**src/rtl/memory_pkg.sv**
```systemverilog
// Shared types for the memory stage: memory op encodings, access sizes,
// writeback selector and register index types, plus op classification helpers.
package memory_pkg;

    typedef enum logic [3:0] {
        MEM_OP_NONE = 4'd0,
        MEM_OP_LB   = 4'd1,
        MEM_OP_LH   = 4'd2,
        MEM_OP_LW   = 4'd3,
        MEM_OP_LBU  = 4'd4,
        MEM_OP_LHU  = 4'd5,
        MEM_OP_SB   = 4'd6,
        MEM_OP_SH   = 4'd7,
        MEM_OP_SW   = 4'd8
    } mem_op_e;

    typedef enum logic [1:0] {
        SIZE_BYTE = 2'd0,
        SIZE_HALF = 2'd1,
        SIZE_WORD = 2'd2
    } access_size_e;

    typedef enum logic [1:0] {
        WB_SRC_RESULT  = 2'd0,
        WB_SRC_PC_NEXT = 2'd1,
        WB_SRC_CSR     = 2'd2,
        WB_SRC_IMM     = 2'd3
    } writeback_source_e;

    typedef logic [4:0] register_t;

    typedef enum logic {
        STATE_IDLE     = 1'b0,
        STATE_WAIT_RSP = 1'b1
    } mem_state_e;

    function automatic logic is_load(input mem_op_e op);
        return (op == MEM_OP_LB) || (op == MEM_OP_LH) || (op == MEM_OP_LW) ||
               (op == MEM_OP_LBU) || (op == MEM_OP_LHU);
    endfunction

    function automatic logic is_store(input mem_op_e op);
        return (op == MEM_OP_SB) || (op == MEM_OP_SH) || (op == MEM_OP_SW);
    endfunction

    function automatic access_size_e access_size(input mem_op_e op);
        case (op)
            MEM_OP_LH, MEM_OP_LHU, MEM_OP_SH: return SIZE_HALF;
            MEM_OP_LW, MEM_OP_SW:             return SIZE_WORD;
            default:                          return SIZE_BYTE;
        endcase
    endfunction

    function automatic logic is_aligned(input mem_op_e op, input logic [1:0] addr_lo);
        case (access_size(op))
            SIZE_HALF: return addr_lo[0] == 1'b0;
            SIZE_WORD: return addr_lo == 2'b00;
            default:   return 1'b1;
        endcase
    endfunction

endpackage

```
**src/rtl/memory_stage_aligner.sv**
```systemverilog
// Combinational lane steering: store strobe/data replication toward the bus
// and byte/half selection with sign or zero extension for returning loads.
module load_store_aligner
    import memory_pkg::*;
(
    input  mem_op_e     op_i,
    input  logic [1:0]  addr_lo_i,
    input  logic [31:0] store_data_i,
    input  logic [31:0] rdata_i,
    output logic [3:0]  strobe_o,
    output logic [31:0] wdata_o,
    output logic [31:0] load_value_o
);

    logic [31:0] rdata_shifted;
    logic [7:0]  load_byte;
    logic [15:0] load_half;

    always_comb begin
        strobe_o = 4'b0000;
        wdata_o  = 32'h0;
        case (access_size(op_i))
            SIZE_BYTE: begin
                strobe_o = 4'b0001 << addr_lo_i;
                wdata_o  = {4{store_data_i[7:0]}};
            end
            SIZE_HALF: begin
                strobe_o = 4'b0011 << addr_lo_i;
                wdata_o  = {2{store_data_i[15:0]}};
            end
            default: begin
                strobe_o = 4'b1111;
                wdata_o  = store_data_i;
            end
        endcase
    end

    // The byte lane is picked by shifting the word down by 8 * addr[1:0].
    always_comb begin
        rdata_shifted = rdata_i >> {addr_lo_i, 3'b000};
        load_byte     = rdata_shifted[7:0];
        load_half     = addr_lo_i[1] ? rdata_i[31:16] : rdata_i[15:0];
        case (op_i)
            MEM_OP_LB:  load_value_o = {{24{load_byte[7]}}, load_byte};
            MEM_OP_LBU: load_value_o = {24'h0, load_byte};
            MEM_OP_LH:  load_value_o = {{16{load_half[15]}}, load_half};
            MEM_OP_LHU: load_value_o = {16'h0, load_half};
            MEM_OP_LW:  load_value_o = rdata_i;
            default:    load_value_o = 32'h0;
        endcase
    end

endmodule

```
**src/rtl/memory_stage.sv**
```systemverilog
// Memory pipeline stage: issues loads/stores on the data bus, stalls upstream
// while an access is outstanding, and registers every writeback-bound field.
module memory_stage
    import memory_pkg::*;
(
    input  logic              clk_i,
    input  logic              rst_i,
    input  logic              valid_i,
    input  mem_op_e           mem_op_i,
    input  logic [31:0]       alu_result_i,
    input  logic [31:0]       store_data_i,
    input  writeback_source_e writeback_source_selector_i,
    input  logic [31:0]       pc_next_sequential_i,
    input  logic              write_enable_i,
    input  register_t         rd_address_i,
    output logic              stall_o,
    output logic              dmem_req_valid_o,
    input  logic              dmem_req_ready_i,
    output logic [31:0]       dmem_req_address_o,
    output logic              dmem_req_write_o,
    output logic [3:0]        dmem_req_strobe_o,
    output logic [31:0]       dmem_req_wdata_o,
    input  logic              dmem_rsp_valid_i,
    input  logic [31:0]       dmem_rsp_rdata_i,
    output logic              valid_o,
    output writeback_source_e writeback_source_selector_o,
    output logic [31:0]       result_o,
    output logic [31:0]       pc_next_sequential_o,
    output logic              write_enable_o,
    output register_t         rd_address_o,
    output logic              misaligned_o
);

    mem_state_e        state_q, state_d;
    logic              valid_q, valid_d;
    writeback_source_e wb_sel_q, wb_sel_d;
    logic [31:0]       result_q, result_d;
    logic [31:0]       pc_next_q, pc_next_d;
    logic              write_enable_q, write_enable_d;
    register_t         rd_address_q, rd_address_d;
    logic              misaligned_q, misaligned_d;

    logic        has_mem_op;
    logic        aligned;
    logic        mem_access;
    logic        misaligned;
    logic        stall;
    logic [31:0] load_value;

    assign has_mem_op = valid_i && (mem_op_i != MEM_OP_NONE);
    assign aligned    = is_aligned(mem_op_i, alu_result_i[1:0]);
    assign mem_access = has_mem_op && aligned;
    assign misaligned = has_mem_op && !aligned;

    load_store_aligner u_aligner (
        .op_i         (mem_op_i),
        .addr_lo_i    (alu_result_i[1:0]),
        .store_data_i (store_data_i),
        .rdata_i      (dmem_rsp_rdata_i),
        .strobe_o     (dmem_req_strobe_o),
        .wdata_o      (dmem_req_wdata_o),
        .load_value_o (load_value)
    );

    assign dmem_req_address_o = {alu_result_i[31:2], 2'b00};
    assign dmem_req_write_o   = is_store(mem_op_i);
    assign stall_o            = stall;

    // Responses seen in IDLE fall through untouched, so stray acks are dropped.
    always_comb begin
        state_d          = state_q;
        stall            = 1'b0;
        dmem_req_valid_o = 1'b0;
        case (state_q)
            STATE_IDLE: begin
                dmem_req_valid_o = mem_access;
                stall            = mem_access;
                if (mem_access && dmem_req_ready_i) begin
                    state_d = STATE_WAIT_RSP;
                end
            end
            STATE_WAIT_RSP: begin
                stall = !dmem_rsp_valid_i;
                if (dmem_rsp_valid_i) begin
                    state_d = STATE_IDLE;
                end
            end
            default: state_d = STATE_IDLE;
        endcase
    end

    always_comb begin
        valid_d        = valid_q;
        wb_sel_d       = wb_sel_q;
        result_d       = result_q;
        pc_next_d      = pc_next_q;
        write_enable_d = write_enable_q;
        rd_address_d   = rd_address_q;
        misaligned_d   = misaligned_q;
        if (stall) begin
            valid_d        = 1'b0;
            write_enable_d = 1'b0;
        end else begin
            valid_d        = valid_i;
            wb_sel_d       = writeback_source_selector_i;
            result_d       = (mem_access && is_load(mem_op_i)) ? load_value : alu_result_i;
            pc_next_d      = pc_next_sequential_i;
            write_enable_d = write_enable_i && !is_store(mem_op_i) && !misaligned;
            rd_address_d   = rd_address_i;
            misaligned_d   = misaligned;
        end
    end

    always_ff @(posedge clk_i or posedge rst_i) begin
        if (rst_i) begin
            state_q        <= STATE_IDLE;
            valid_q        <= 1'b0;
            wb_sel_q       <= WB_SRC_RESULT;
            result_q       <= 32'h0;
            pc_next_q      <= 32'h0;
            write_enable_q <= 1'b0;
            rd_address_q   <= '0;
            misaligned_q   <= 1'b0;
        end else begin
            state_q        <= state_d;
            valid_q        <= valid_d;
            wb_sel_q       <= wb_sel_d;
            result_q       <= result_d;
            pc_next_q      <= pc_next_d;
            write_enable_q <= write_enable_d;
            rd_address_q   <= rd_address_d;
            misaligned_q   <= misaligned_d;
        end
    end

    assign valid_o                     = valid_q;
    assign writeback_source_selector_o = wb_sel_q;
    assign result_o                    = result_q;
    assign pc_next_sequential_o        = pc_next_q;
    assign write_enable_o              = write_enable_q;
    assign rd_address_o                = rd_address_q;
    assign misaligned_o                = misaligned_q;

endmodule

```
**config.mk**
```make
export PLATFORM = sky130hd
export DESIGN_NAME = memory_stage
export DESIGN_NICKNAME = d
export VERILOG_FILES = /design/src/rtl/memory_pkg.sv /design/src/rtl/memory_stage_aligner.sv /design/src/rtl/memory_stage.sv
export SDC_FILE = /design/constraint.sdc
export NUM_CORES = 1
export LEC_CHECK = 0
export ABC_AREA = 1
export BUFFER_PORTS_ARGS = -buffer_cell sky130_fd_sc_hd__buf_2
export CORE_AREA = 2 2 111 113
export DETAILED_ROUTE_END_ITERATION = 6
export DIE_AREA = 0 0 113 115
export PLACE_DENSITY_LB_ADDON = 0.1
export SKIP_CTS_REPAIR_TIMING = 1
export SYNTH_ARGS = -nofsm -noshare
export SYNTH_HDL_FRONTEND = slang
export SYNTH_SLANG_ARGS = --single-unit
export TNS_END_PERCENT = 50
```
**constraint.sdc**
```tcl
create_clock -name clk_i -period 5.4 [get_ports clk_i]
set_clock_uncertainty 0.1 [all_clocks]
set_input_delay 0.54 -clock clk_i [delete_from_list [all_inputs] [get_ports clk_i]]
set_output_delay 0.54 -clock clk_i [all_outputs]
set_load 0.01 [all_outputs]
```
* Yosys cells after proc, flatten, opt, wreduce, memory -nomap -nowiden
Cells that the tools add are included.
Word-level totals: register bits after elaboration 75, input bits 145, output and inout port bits 145, word-level logic and storage cells 59
Operators by class: eq/ne operators 10, shift-type cells 3, mux-type cells 14, bitwise gates (word level) 2, reductions and logical operators 22
Operator list (number):
- 32-bit case mux with 5 select lines | 1
- 32-bit case mux with 2 select lines | 1
- 32-bit 2-to-1 mux | 1
- 32-bit by 5-bit >> shifter with 8-bit output | 1
- 4-bit by 3-bit == test with 1-bit output, second input constant | 4
- 16-bit 2-to-1 mux | 1
- 4-bit by 2-bit == test with 1-bit output, second input constant | 2
- 4-bit case mux with 2 select lines | 1
- 1-bit logical AND | 7
- 1-bit logical OR | 6
- 1-bit case mux with 2 select lines | 3
- 1-bit 2-to-1 mux | 5
- 4-bit by 1-bit == test with 1-bit output, second input constant | 1
- 4-bit == test, second input constant | 1
- 1-bit logical NOT | 4
- 2-bit logical NOT | 2
- 2-bit case mux with 2 select lines | 1
- 4-bit nonzero test | 1
- 1-bit by 2-bit << shifter with 4-bit output, first input constant | 1
- 2-bit by 2-bit << shifter with 4-bit output, first input constant | 1
- 3-bit OR reduction | 1
- 2-bit by 1-bit == test with 1-bit output, second input constant | 1
- 2-bit == test, second input constant | 1
- 1-bit NOT | 2
- 2-bit OR reduction | 1

* Depth between registers and ports, before layout
Gate-level depths: netlist of the first run.
depth in word-level cells 10, gate-level depth with buffers 15, mapped depth without buffers 14

* Modules after synthesis
From an unflattened synthesis of the first run, not the netlist that was laid out.
Unflattened totals: cells, all modules 805, area total of the unflattened synthesis 5126.2 sq um
By module, submodules not included:
- memory_stage | times used 1, cells each 490, area an instance 3729.8 sq um, seq. area each 1876.8 sq um
- load_store_aligner | times used 1, cells each 315, area an instance 1396.3 sq um, seq. area each 0.0 sq um

* Least setup slack after synthesis of the first run
Ideal clock, no wire load.
path kind input-to-output, start point in mem_op_i[2], end point out dmem_req_wdata_o[22], arrival time 2.252 ns, required time 4.760 ns, slack 2.508 ns, stages 10, buffers on the path 3, path through nor2_4 nand3_2 buf_2 nand2_1 inv_1 ha_1 clkbuf_1 nor2_1 clkbuf_1 o21ai_0
On the way: longest elaborated chain between the ends 5, elaborated cells between the ends (all ways) 11, those cells by class 6 x eq/ne; 2 x mux; 3 x reduce/logical
Ends and longest elaborated chain:
- from (decl) | RTL line memory_stage.sv:9 | input mem_op_e mem_op_i,
- 4-bit by 3-bit == test with 1-bit output, or another cell as far along | RTL line memory_pkg.sv:47 | case (op)
- 3-bit OR reduction / 2-bit OR reduction (equally long branches) | RTL line memory_pkg.sv:47
- 2-bit case mux with 2 select lines (*) | RTL line memory_pkg.sv:47
- 2-bit by 1-bit == test with 1-bit output / 2-bit logical NOT (equally long branches) | RTL line memory_stage_aligner.sv:22 | case (access_size(op_i))
- 32-bit case mux with 2 select lines (*) | RTL line memory_stage_aligner.sv:22
- to (decl) | RTL line memory_stage.sv:22 | output logic [31:0] dmem_req_wdata_o,
Mark *: on every way between the ends. The rest lies on a longest branch, timed or not.

* Final worst setup path of the first run
start point in mem_op_i[2], end point reg pc_next_q[14] (netlist: pc_next_sequential_o[14])
On the way: longest elaborated chain between the ends 7, elaborated cells between the ends (all ways) 15, those cells by class 7 x eq/ne; 3 x mux; 5 x reduce/logical
Ends and longest elaborated chain:
- 4-bit by 3-bit == test with 1-bit output, or another cell as far along | RTL line memory_pkg.sv:47
- 3-bit OR reduction / 2-bit OR reduction (equally long branches) | RTL line memory_pkg.sv:47
- 2-bit case mux with 2 select lines | RTL line memory_pkg.sv:47
- 2-bit == test / 2-bit by 1-bit == test with 1-bit output (equally long branches) | RTL line memory_pkg.sv:55 | case (access_size(op))
- 1-bit case mux with 2 select lines | RTL line memory_pkg.sv:55
- 1-bit logical AND (*) | RTL line memory_stage.sv:52 | assign mem_access = has_mem_op && aligned;
- 1-bit case mux with 2 select lines (*) | RTL line memory_stage.sv:74 | case (state_q)
- to (signal assigned) | RTL line memory_stage.sv:129 | pc_next_q <= pc_next_d;
- to (decl) | RTL line memory_stage.sv:38 | logic [31:0] pc_next_q, pc_next_d;
Marked as above. A chain may end at the register's enable or synchronous reset.

==> results of run 1 <==
-- worst max-delay path, stage by stage --
cell and delay [ns]:
buf_2 0.13, nor2_4 0.19, nand3_2 0.43, nand2_1 0.23
inv_1 0.08, ha_1 0.25, nand2_1 0.10, nand3_2 0.14
nand3b_2 0.14, nand2_4 0.28, inv_2 0.84, nand2_1 0.13
nand2_1 0.10
-- cell families after synthesis --
kind of cell,Yosys count
fa+ha+maj,3
compound gates,73
simple gates,463
flops,75
buf+inv,161
other cells,1
-- layout make-up --
type / count / area [um2] / area share
well taps: 147 / 183.9 / 0.02881
multi-input cells: 541 / 2261 / 0.3542
inverters: 85 / 320.3 / 0.05018
repair buffers: 290 / 1459 / 0.2285
clock buffers: 9 / 225.2 / 0.03528
flip-flops and latches: 75 / 1877 / 0.2940
clock inverters: 7 / 57.56 / 0.009016
-- metal layers --
| layer | vias to the layer above | share of wire | routed length, um | GRT usage |
|---|---|---|---|---|
| li1 | 2755 | - | - | - |
| met5 | - | 0 | 0 | 0 |
| met4 | 0 | 0.023 | 358 | 0.08618 |
| met1 | 2320 | 0.44 | 6840 | 0.3052 |
| met3 | 25 | 0.075 | 1183 | 0.04533 |
| met2 | 219 | 0.47 | 7295 | 0.3940 |
-- stage by stage --
stage	instance area, um2	total power [mW]	hold WS (ns)	util	setup WS, ns
after floorplan	4957	1.100	0.4086	-	2.508
after detailed placement	6101	1.348	0.3596	0.5165	1.619
after global routing	6384	2.039	0.2937	0.5405	1.602
after global placement	6101	1.342	0.3571	0.5165	1.694
final	6384	1.913	0.2903	0.5405	1.961
after CTS	6384	1.940	0.2814	0.5405	1.966
-- path summary, 6_finish.rpt --
kind / cells past startpoint / start / end
worst min-delay path: 3 / rd_address_i[0] / rd_address_o[0]$_DFFE_PP0N_
max in group asynchronous: 3 / rst_i / result_o[1]$_DFFE_PP0N_
worst max-delay path: 13 / mem_op_i[2] / pc_next_sequential_o[14]$_DFFE_PP0N_
worst max register to register: 5 / state_q$_DFF_PP0_ / pc_next_sequential_o[14]$_DFFE_PP0N_
worst min register to register: 2 / result_o[15]$_DFFE_PP0N_ / result_o[15]$_DFFE_PP0N_
min in group asynchronous: 3 / rst_i / rd_address_o[0]$_DFFE_PP0N_
-- state kept, by name, indices dropped and copies added (netlist names) --
signal and flops:
valid_o 1, result_o 32, write_enable_o 1, misaligned_o 1, writeback_source_selector_o 2, state_q 1, pc_next_sequential_o 32, rd_address_o 5
-- cell usage in the layout (no fill, tap or decap) --
| cell | count |
|---|---|
| o211ai_1 | 1 |
| inv_8 | 1 |
| nand3b_2 | 1 |
| nand2_4 | 1 |
| nor2_1 | 71 |
| inv_6 | 3 |
| a21oi_4 | 1 |
| nand2_1 | 358 |
| inv_1 | 80 |
| nor2_4 | 2 |
| nand2_2 | 1 |
| buf_4 | 3 |
| inv_2 | 4 |
| nand3_1 | 22 |
| nand3_2 | 3 |
| nor2_2 | 3 |
| nor4_1 | 1 |
| dfrtp_1 | 75 |
| clkinvlp_4 | 2 |
| clkinv_2 | 2 |
| conb_1 | 2 |
| o22ai_1 | 8 |
| clkbuf_16 | 9 |
| ha_1 | 3 |
| o21ai_1 | 1 |
| buf_2 | 287 |
| o21ai_0 | 38 |
| a21oi_1 | 24 |
-- power by group through the flow --
stage	combinational [mW]	sequential (mW)	clock, mW
after global placement	0.606	0.736	0
after global routing	0.682	0.741	0.616
final	0.608	0.728	0.577
after detailed placement	0.615	0.733	0
after floorplan	0.313	0.788	0
after CTS	0.616	0.727	0.597
==> flow_summary.toml, run 1 <==
[logic_synthesis]
synthCells = 776
synth-adder-area-share = 0.007578
yosys_register_bits = 75
syn-cell-area_mm2 = 0.004954
synth-seq-area-share = 0.3789
synth-edff-count = 0
synth_compound_area_frac = 0.07856
synth_top_family_by_area = "simple AND/OR/NAND/NOR gates"
yosys_warnings = 0
synth_flop_cell = "dfrtp_1"
yosysUniqueCellTypes = 26
yosys.area.top_type = "dfrtp_1"
async_flop_share = 1.000
synthTopCellsByArea = "dfrtp_1 (38%), nand2_1 (27%), buf_4 (7.0%)"
synthTopCellsByCount = "nand2_1 (358), inv_1 (81), dfrtp_1 (75), nor2_1 (71), buf_4 (46)"
yosysTopAreaCellShare = 0.3789
yosysMostFrequentCell = "nand2_1"
synth_simple_gate_area_frac = 0.3678
synth-xor-area-share = 0
synth_area_per_cell_um2 = 6.383
synth.area.mux_share = 0

[route]
drc = 20
wl_per_cell_um = 13.59
vias = 5319
routed_wl_um = 15680
ant_nets = 0
drtIter0Drc = 361
routed_via_density = 4.609
drtPass1Iterations = 7

[clocking]
cts_buffer_depth = 2
clk_latency_ns = 0.34
cts_buffers = 9
cts.clk_slew.worst_paths_ns = 0.06
htree_num_levels = 3
cts_tree = "yes"
cts_sinks = 75
root_buffer = "clkbuf_16"

[grt]
antenna_found_initial = 0
grt_pass1_wl_um = 24480
grt_pass1_vias = 4946
globalRoute.totalOverflow = 0
grt.total_usage = 0.2354
grt_max_degree = 76

[finish]
layout-drive-gt1-share = 0.3208
area_growth_pct = 28.87
instances_no_fill = 1154
fin_nets = 1150
antennaDiodeCount = 0
fillers = 1264

[timing]
fin_crit_sh = 0.6369
tns_ns = 0
final-setup-viol-count = 0
rsz0062_at_grt = "no"
period_minus_slack_ns = 3.439
worst_slew_pin_slew_ns = 0.9822
hold_viol_final = 0
slew_violations = 0
max_slew_margin = 0.3443
max_freq_mhz = 290.8

[pwr]
seq_power_share = 0.380
pwr-share-comb = 0.318
p_leak_nw = 4.007
powerDensity_mw_per_mm2 = 299.7
switching_power_uw = 694.7
switching_share = 0.3631
internal-power_mw = 1.218
pwr-share-clk = 0.302
vdd_ir_drop_max_mv = 0.1500

[setup_path]
critPathLaunchType = "input pin"
end_kind = "flip-flop"
cp_data_arrival_time_ns = 3.61
critPathMaxFanout = 56
r2r_slack_ns = 3.33
crit_type = "input pin to flip-flop"
critical_path_required_ns = 5.57

[run]
cap_violations = 0

[floorplanning]
die_h_um = 115
start_util = 0.4194
die_w_um = 113
ios = 290
core_area_mm2 = 0.01181
rows = 40
fp.dieArea_mm2 = 0.01300

[placement]
post-dp-hpwl_um = 11660
port_buffers = 287
place_congestion = 0.8796
dp_cells = 1138

[status]
violations = "DRC"
status = "finished with violations"

[hold_path]
hold_path.class = "input pin to flip-flop"
No activity file was read; power rests on OpenSTA's default activity.
==> run 2: changes to the inputs <==
--- a/config.mk
+++ b/config.mk
@@ -7,9 +7,10 @@
 export LEC_CHECK = 0
 export ABC_AREA = 1
 export BUFFER_PORTS_ARGS = -buffer_cell sky130_fd_sc_hd__buf_2
-export CORE_AREA = 2 2 111 113
+export CORE_ASPECT_RATIO = 0.8
+export CORE_MARGIN = 2
+export CORE_UTILIZATION = 45
 export DETAILED_ROUTE_END_ITERATION = 6
-export DIE_AREA = 0 0 113 115
 export PLACE_DENSITY_LB_ADDON = 0.1
 export SKIP_CTS_REPAIR_TIMING = 1
 export SYNTH_ARGS = -nofsm -noshare
==> constraint.sdc (replaced) <==
create_clock -name clk_i -period 3.35 [get_ports clk_i]
set_clock_uncertainty 0.1 [all_clocks]
set_input_delay 0.335 -clock clk_i [delete_from_list [all_inputs] [get_ports clk_i]]
set_output_delay 0.335 -clock clk_i [all_outputs]
set_load 0.01 [all_outputs]
==> run 2 against run 1 <==
The flow finishes with violations (hold timing). First-iteration DRC count fell by 19%. Sequential share of layout area fell by 0.40 points. Power rose by 65%. Combinational power rose by 63%. Worst setup slack got worse by 1.2 ns. Sequential power rose by 61%. Critical path depth fell by 2. Largest cell class unchanged.
==> flow_summary.toml, run 2 (synthesis results as in run 1) <==
[finish]
fin_util = 0.5990
layout-drive-gt1-share = 0.3241
area_growth_pct = 30.66
antennaDiodeCount = 0
fin_nets = 1155
final_common_cell = "nand2_1"
final_cell_mix = "nand2_1 (358), buf_2 (287), inv_1 (80), dfrtp_1 (75), nor2_1 (71)"

[grt]
grt.total_usage = 0.2468
grt_pass1_vias = 4779
grt_max_degree = 91
globalRoute.totalOverflow = 0
grt_pass1_wl_um = 23470
antenna_found_initial = 0

[floorplanning]
die_w_um = 121.3
ios = 290
rows = 34
fp.dieArea_mm2 = 0.01187
die_h_um = 97.84
core_area_mm2 = 0.01081
start_util = 0.4584

[run]
cap_violations = 0

[clocking]
root_buffer = "clkbuf_16"
cts_buffers = 9
htree_num_levels = 3
cts_buffer_depth = 2
cts_sinks = 75
cts_tree = "yes"
cts.clk_slew.worst_paths_ns = 0.06
clk_latency_ns = 0.32

[timing]
final-setup-viol-count = 0
slew_violations = 0
fin_crit_sh = 0.7874
max_slew_margin = 0.5874
period_minus_slack_ns = 2.638
rsz0062_at_grt = "no"
max_freq_mhz = 379.1
tns_ns = 0
worst_slew_pin_slew_ns = 0.6181
finalHoldWorstSlack_ns = -0.03969
hold_viol_final = 34

[route]
drtPass1Iterations = 5
drc = 0
routed_via_density = 4.613
wl_per_cell_um = 12.86
ant_nets = 0
routed_wl_um = 14860
drtIter0Drc = 292
vias = 5333

[placement]
port_buffers = 287
post-dp-hpwl_um = 11400
place_congestion = 0.8927

[pwr]
vdd_ir_drop_max_mv = 0.2676
powerDensity_mw_per_mm2 = 486.5
p_leak_nw = 4.056
finalPower_mw = 3.149

[setup_path]
cp_data_arrival_time_ns = 2.20
critPathLaunchType = "input pin"
critPathMaxFanout = 90
critical_path_required_ns = 2.91
end_kind = "output port"
crit_type = "input pin to output port"

[status]
status = "finished with violations"
violations = "hold timing"

[hold_path]
hold_path.class = "input pin to async pin"
## run 2: final cells by class
cell class,count,area (um2)
fill,1137,4333
multi-input combinational,541,2261
clock inverter,5,60.06
clock buffer,11,252.7
tap,144,180.2
timing repair buffer,295,1521
inverter,85,320.3
sequential,75,1877
## run 2: worst max-delay path: stages
cell and delay [ns]:
buf_2 0.14, nor2_2 0.22, nand3_1 0.15, nand2_1 0.13, inv_1 0.07, ha_1 0.30
nand3_2 0.12, nand3b_2 0.13, nand2_4 0.10, buf_12 0.29, buf_2 0.20
## run 2: through the flow
| stage | hold WS [ns] | instance area [um2] | setup WS (ns) | std cells |
|---|---|---|---|---|
| floorplan | 0.3446 | 4957 | 0.8680 | 777 |
| global placement | 0.3214 | 6160 | 0.7715 | 1140 |
| detailed placement | 0.3243 | 6160 | 0.6926 | 1140 |
| CTS | -0.02818 | 6472 | 0.6998 | 1156 |
| global route | 0.002549 | 6472 | 0.5247 | 1156 |
| finish | -0.03969 | 6472 | 0.7121 | 1156 |
## run 2: worst paths after layout
check,cells after the start,start,slack [ns],to
max,11,mem_op_i[0],0.71,stall_o
min in group clk_i,3,rd_address_i[2],0.10,rd_address_o[2]$_DFFE_PP0N_
min reg2reg,2,misaligned_o$_DFFE_PP0N_,0.37,misaligned_o$_DFFE_PP0N_
max in group asynchronous,3,rst_i,2.46,state_q$_DFF_PP0_
max reg2reg,6,state_q$_DFF_PP0_,1.81,result_o[1]$_DFFE_PP0N_
min,2,rst_i,-0.04,pc_next_sequential_o[20]$_DFFE_PP0N_
## run 2: power by group
group / switching (mW) / leakage (nW) / internal, mW / total [mW]
logic: 0.606 / 2.99 / 0.383 / 0.989
registers: 0.0872 / 0.910 / 1.08 / 1.17
clock network: 0.372 / 0.152 / 0.620 / 0.991
total: 1.06 / 4.06 / 2.08 / 3.15
## run 2: per-layer routing
layer  up-vias  routed length [um]  global-route usage
met1      2344                6877              0.3449
li1       2759                   -                   -
met4         0                 292             0.07869
met2       207                6609              0.3842
met5         -                   0                   0
met3        23                1082             0.05199
==> run 3: changes to the inputs <==
--- a/config.mk
+++ b/config.mk
@@ -9,7 +9,7 @@
 export BUFFER_PORTS_ARGS = -buffer_cell sky130_fd_sc_hd__buf_2
 export CORE_ASPECT_RATIO = 0.8
 export CORE_MARGIN = 2
-export CORE_UTILIZATION = 45
+export CORE_UTILIZATION = 40
 export DETAILED_ROUTE_END_ITERATION = 6
 export PLACE_DENSITY_LB_ADDON = 0.1
 export SKIP_CTS_REPAIR_TIMING = 1
==> constraint.sdc (replaced) <==
create_clock -name clk_i -period 2.35 [get_ports clk_i]
set_clock_uncertainty 0.1 [all_clocks]
set_input_delay 0.235 -clock clk_i [delete_from_list [all_inputs] [get_ports clk_i]]
set_output_delay 0.235 -clock clk_i [all_outputs]
set_load 0.01 [all_outputs]
==> run 3 against run 2 <==
The flow still finishes with violations (hold timing). Global-route usage down 0.85 points. Die area up 12%. Combinational power up 50%. Routed wire length up 6.1%. Via count rose by 0.47%. Critical path type unchanged. Largest cell class unchanged.
==> flow_summary.toml, run 3 (synthesis results as in run 1) <==
[grt]
grt_pass1_vias = 5081
use_met3 = 0.05217
grtUsageMet1 = 0.3227
grt_pass1_wl_um = 25250
met2_usage = 0.3970
globalRoute.totalOverflow = 0
grt.total_usage = 0.2383
grt_max_degree = 46
grt.busiest_layer = "met2"
antenna_found_initial = 0

[timing]
final.setup.worst_slack_ns = 0.1449
period_minus_slack_ns = 2.205
hold_viol_final = 9
finalHoldWorstSlack_ns = -0.01305
slew_violations = 0
tns_ns = 0
worst_slew_pin_slew_ns = 0.6175
fin_crit_sh = 0.9383
max_slew_margin = 0.5879
max_freq_mhz = 453.5
final-setup-viol-count = 0

[setup_path]
end_kind = "output port"
cp_data_arrival_time_ns = 1.87
critPathMaxFanout = 17
critical_path_required_ns = 2.02
r2r_start = "state_q$_DFF_PP0_"
crit_type = "input pin to output port"
startpoint = "mem_op_i[0]"
critPathLaunchType = "input pin"

[floorplanning]
core_area_mm2 = 0.01212
rows = 36
die_w_um = 128.4
fp.dieArea_mm2 = 0.01330
ios = 290
die_h_um = 103.5
start_util = 0.4088

[finish]
final_cell_mix = "nand2_1 (358), buf_2 (287), inv_1 (80), dfrtp_1 (75), nor2_1 (71)"
fin_nets = 1176
area_growth_pct = 35.87
instances_no_fill = 1185
antennaDiodeCount = 0
layout-drive-gt1-share = 0.3311
final_common_cell = "nand2_1"

[pwr]
p_leak_nw = 4.171
finalPower_mw = 4.582
vdd_ir_drop_max_mv = 0.3984
powerDensity_mw_per_mm2 = 680.9

[clocking]
cts_buffer_depth = 2
cts_sinks = 75
cts_buffers = 9
cts_tree = "yes"
clk_latency_ns = 0.33
cts.clk_slew.worst_paths_ns = 0.07
root_buffer = "clkbuf_16"
htree_num_levels = 3

[route]
routed_via_density = 4.522
drtPass1Iterations = 5
routed_wl_um = 15770
wl_per_cell_um = 13.31
ant_nets = 0
vias = 5358
drc = 0
drtIter0Drc = 318

[hold_path]
hold_path.class = "input pin to flip-flop"
hold_path.startpoint = "pc_next_sequential_i[2]"

[placement]
place_congestion = 0.9158
post-dp-hpwl_um = 12330
port_buffers = 287
dp_cells = 1160
dpl_worst_slack_ns = 0.1017

[run]
cap_violations = 0

[status]
violations = "hold timing"
status = "finished with violations"
## run 3: final cells by class
class	count	area (um2)
fill	1252	5386
multi-input combinational	541	2267
sequential	75	1877
timing repair buffer	316	1768
inverter	85	320.3
clock buffer	9	225.2
tap	152	190.2
clock inverter	7	82.58
## run 3: report_power, final
| part | switching (mW) | total (mW) | internal, mW |
|---|---|---|---|
| registers | 0.133 | 1.67 | 1.54 |
| logic | 0.876 | 1.48 | 0.606 |
| clock network | 0.585 | 1.43 | 0.841 |
| total | 1.59 | 4.58 | 2.99 |
## run 3: worst paths after layout
check	end	slack (ns)	cells after the start
min	pc_next_sequential_o[2]$_DFFE_PP0N_	-0.01	3
max in group asynchronous	state_q$_DFF_PP0_	1.15	4
max	stall_o	0.14	11
max reg2reg	result_o[11]$_DFFE_PP0N_	0.89	6
min reg2reg	pc_next_sequential_o[8]$_DFFE_PP0N_	0.37	2
min in group asynchronous	pc_next_sequential_o[28]$_DFFE_PP0N_	0.39	3
## run 3: routing by layer
metal	wire length, um	part of all wire
met1	7147	0.45
met2	7393	0.47
met3	1170	0.074
met4	55	0.0035
met5	0	0
## run 3: metrics by stage
| stage | utilization | area (um2) |
|---|---|---|
| 3_3_place_gp | 0.5218 | 6322 |
| 4_1_cts | 0.5472 | 6630 |
| 3_5_place_dp | 0.5218 | 6322 |
| 6_report | 0.5555 | 6730 |
| 5_1_grt | 0.5555 | 6730 |
| 2_1_floorplan | - | 4957 |
## run 3: critical path, stage by stage
cell      delay (ns)
buf_2           0.14
inv_2           0.08
nand2_1         0.05
nor2_1          0.20
a21oi_2         0.08
ha_2            0.33
nand3_2         0.12
nand3b_2        0.14
nand2_4         0.16
buf_12          0.20
buf_2           0.14
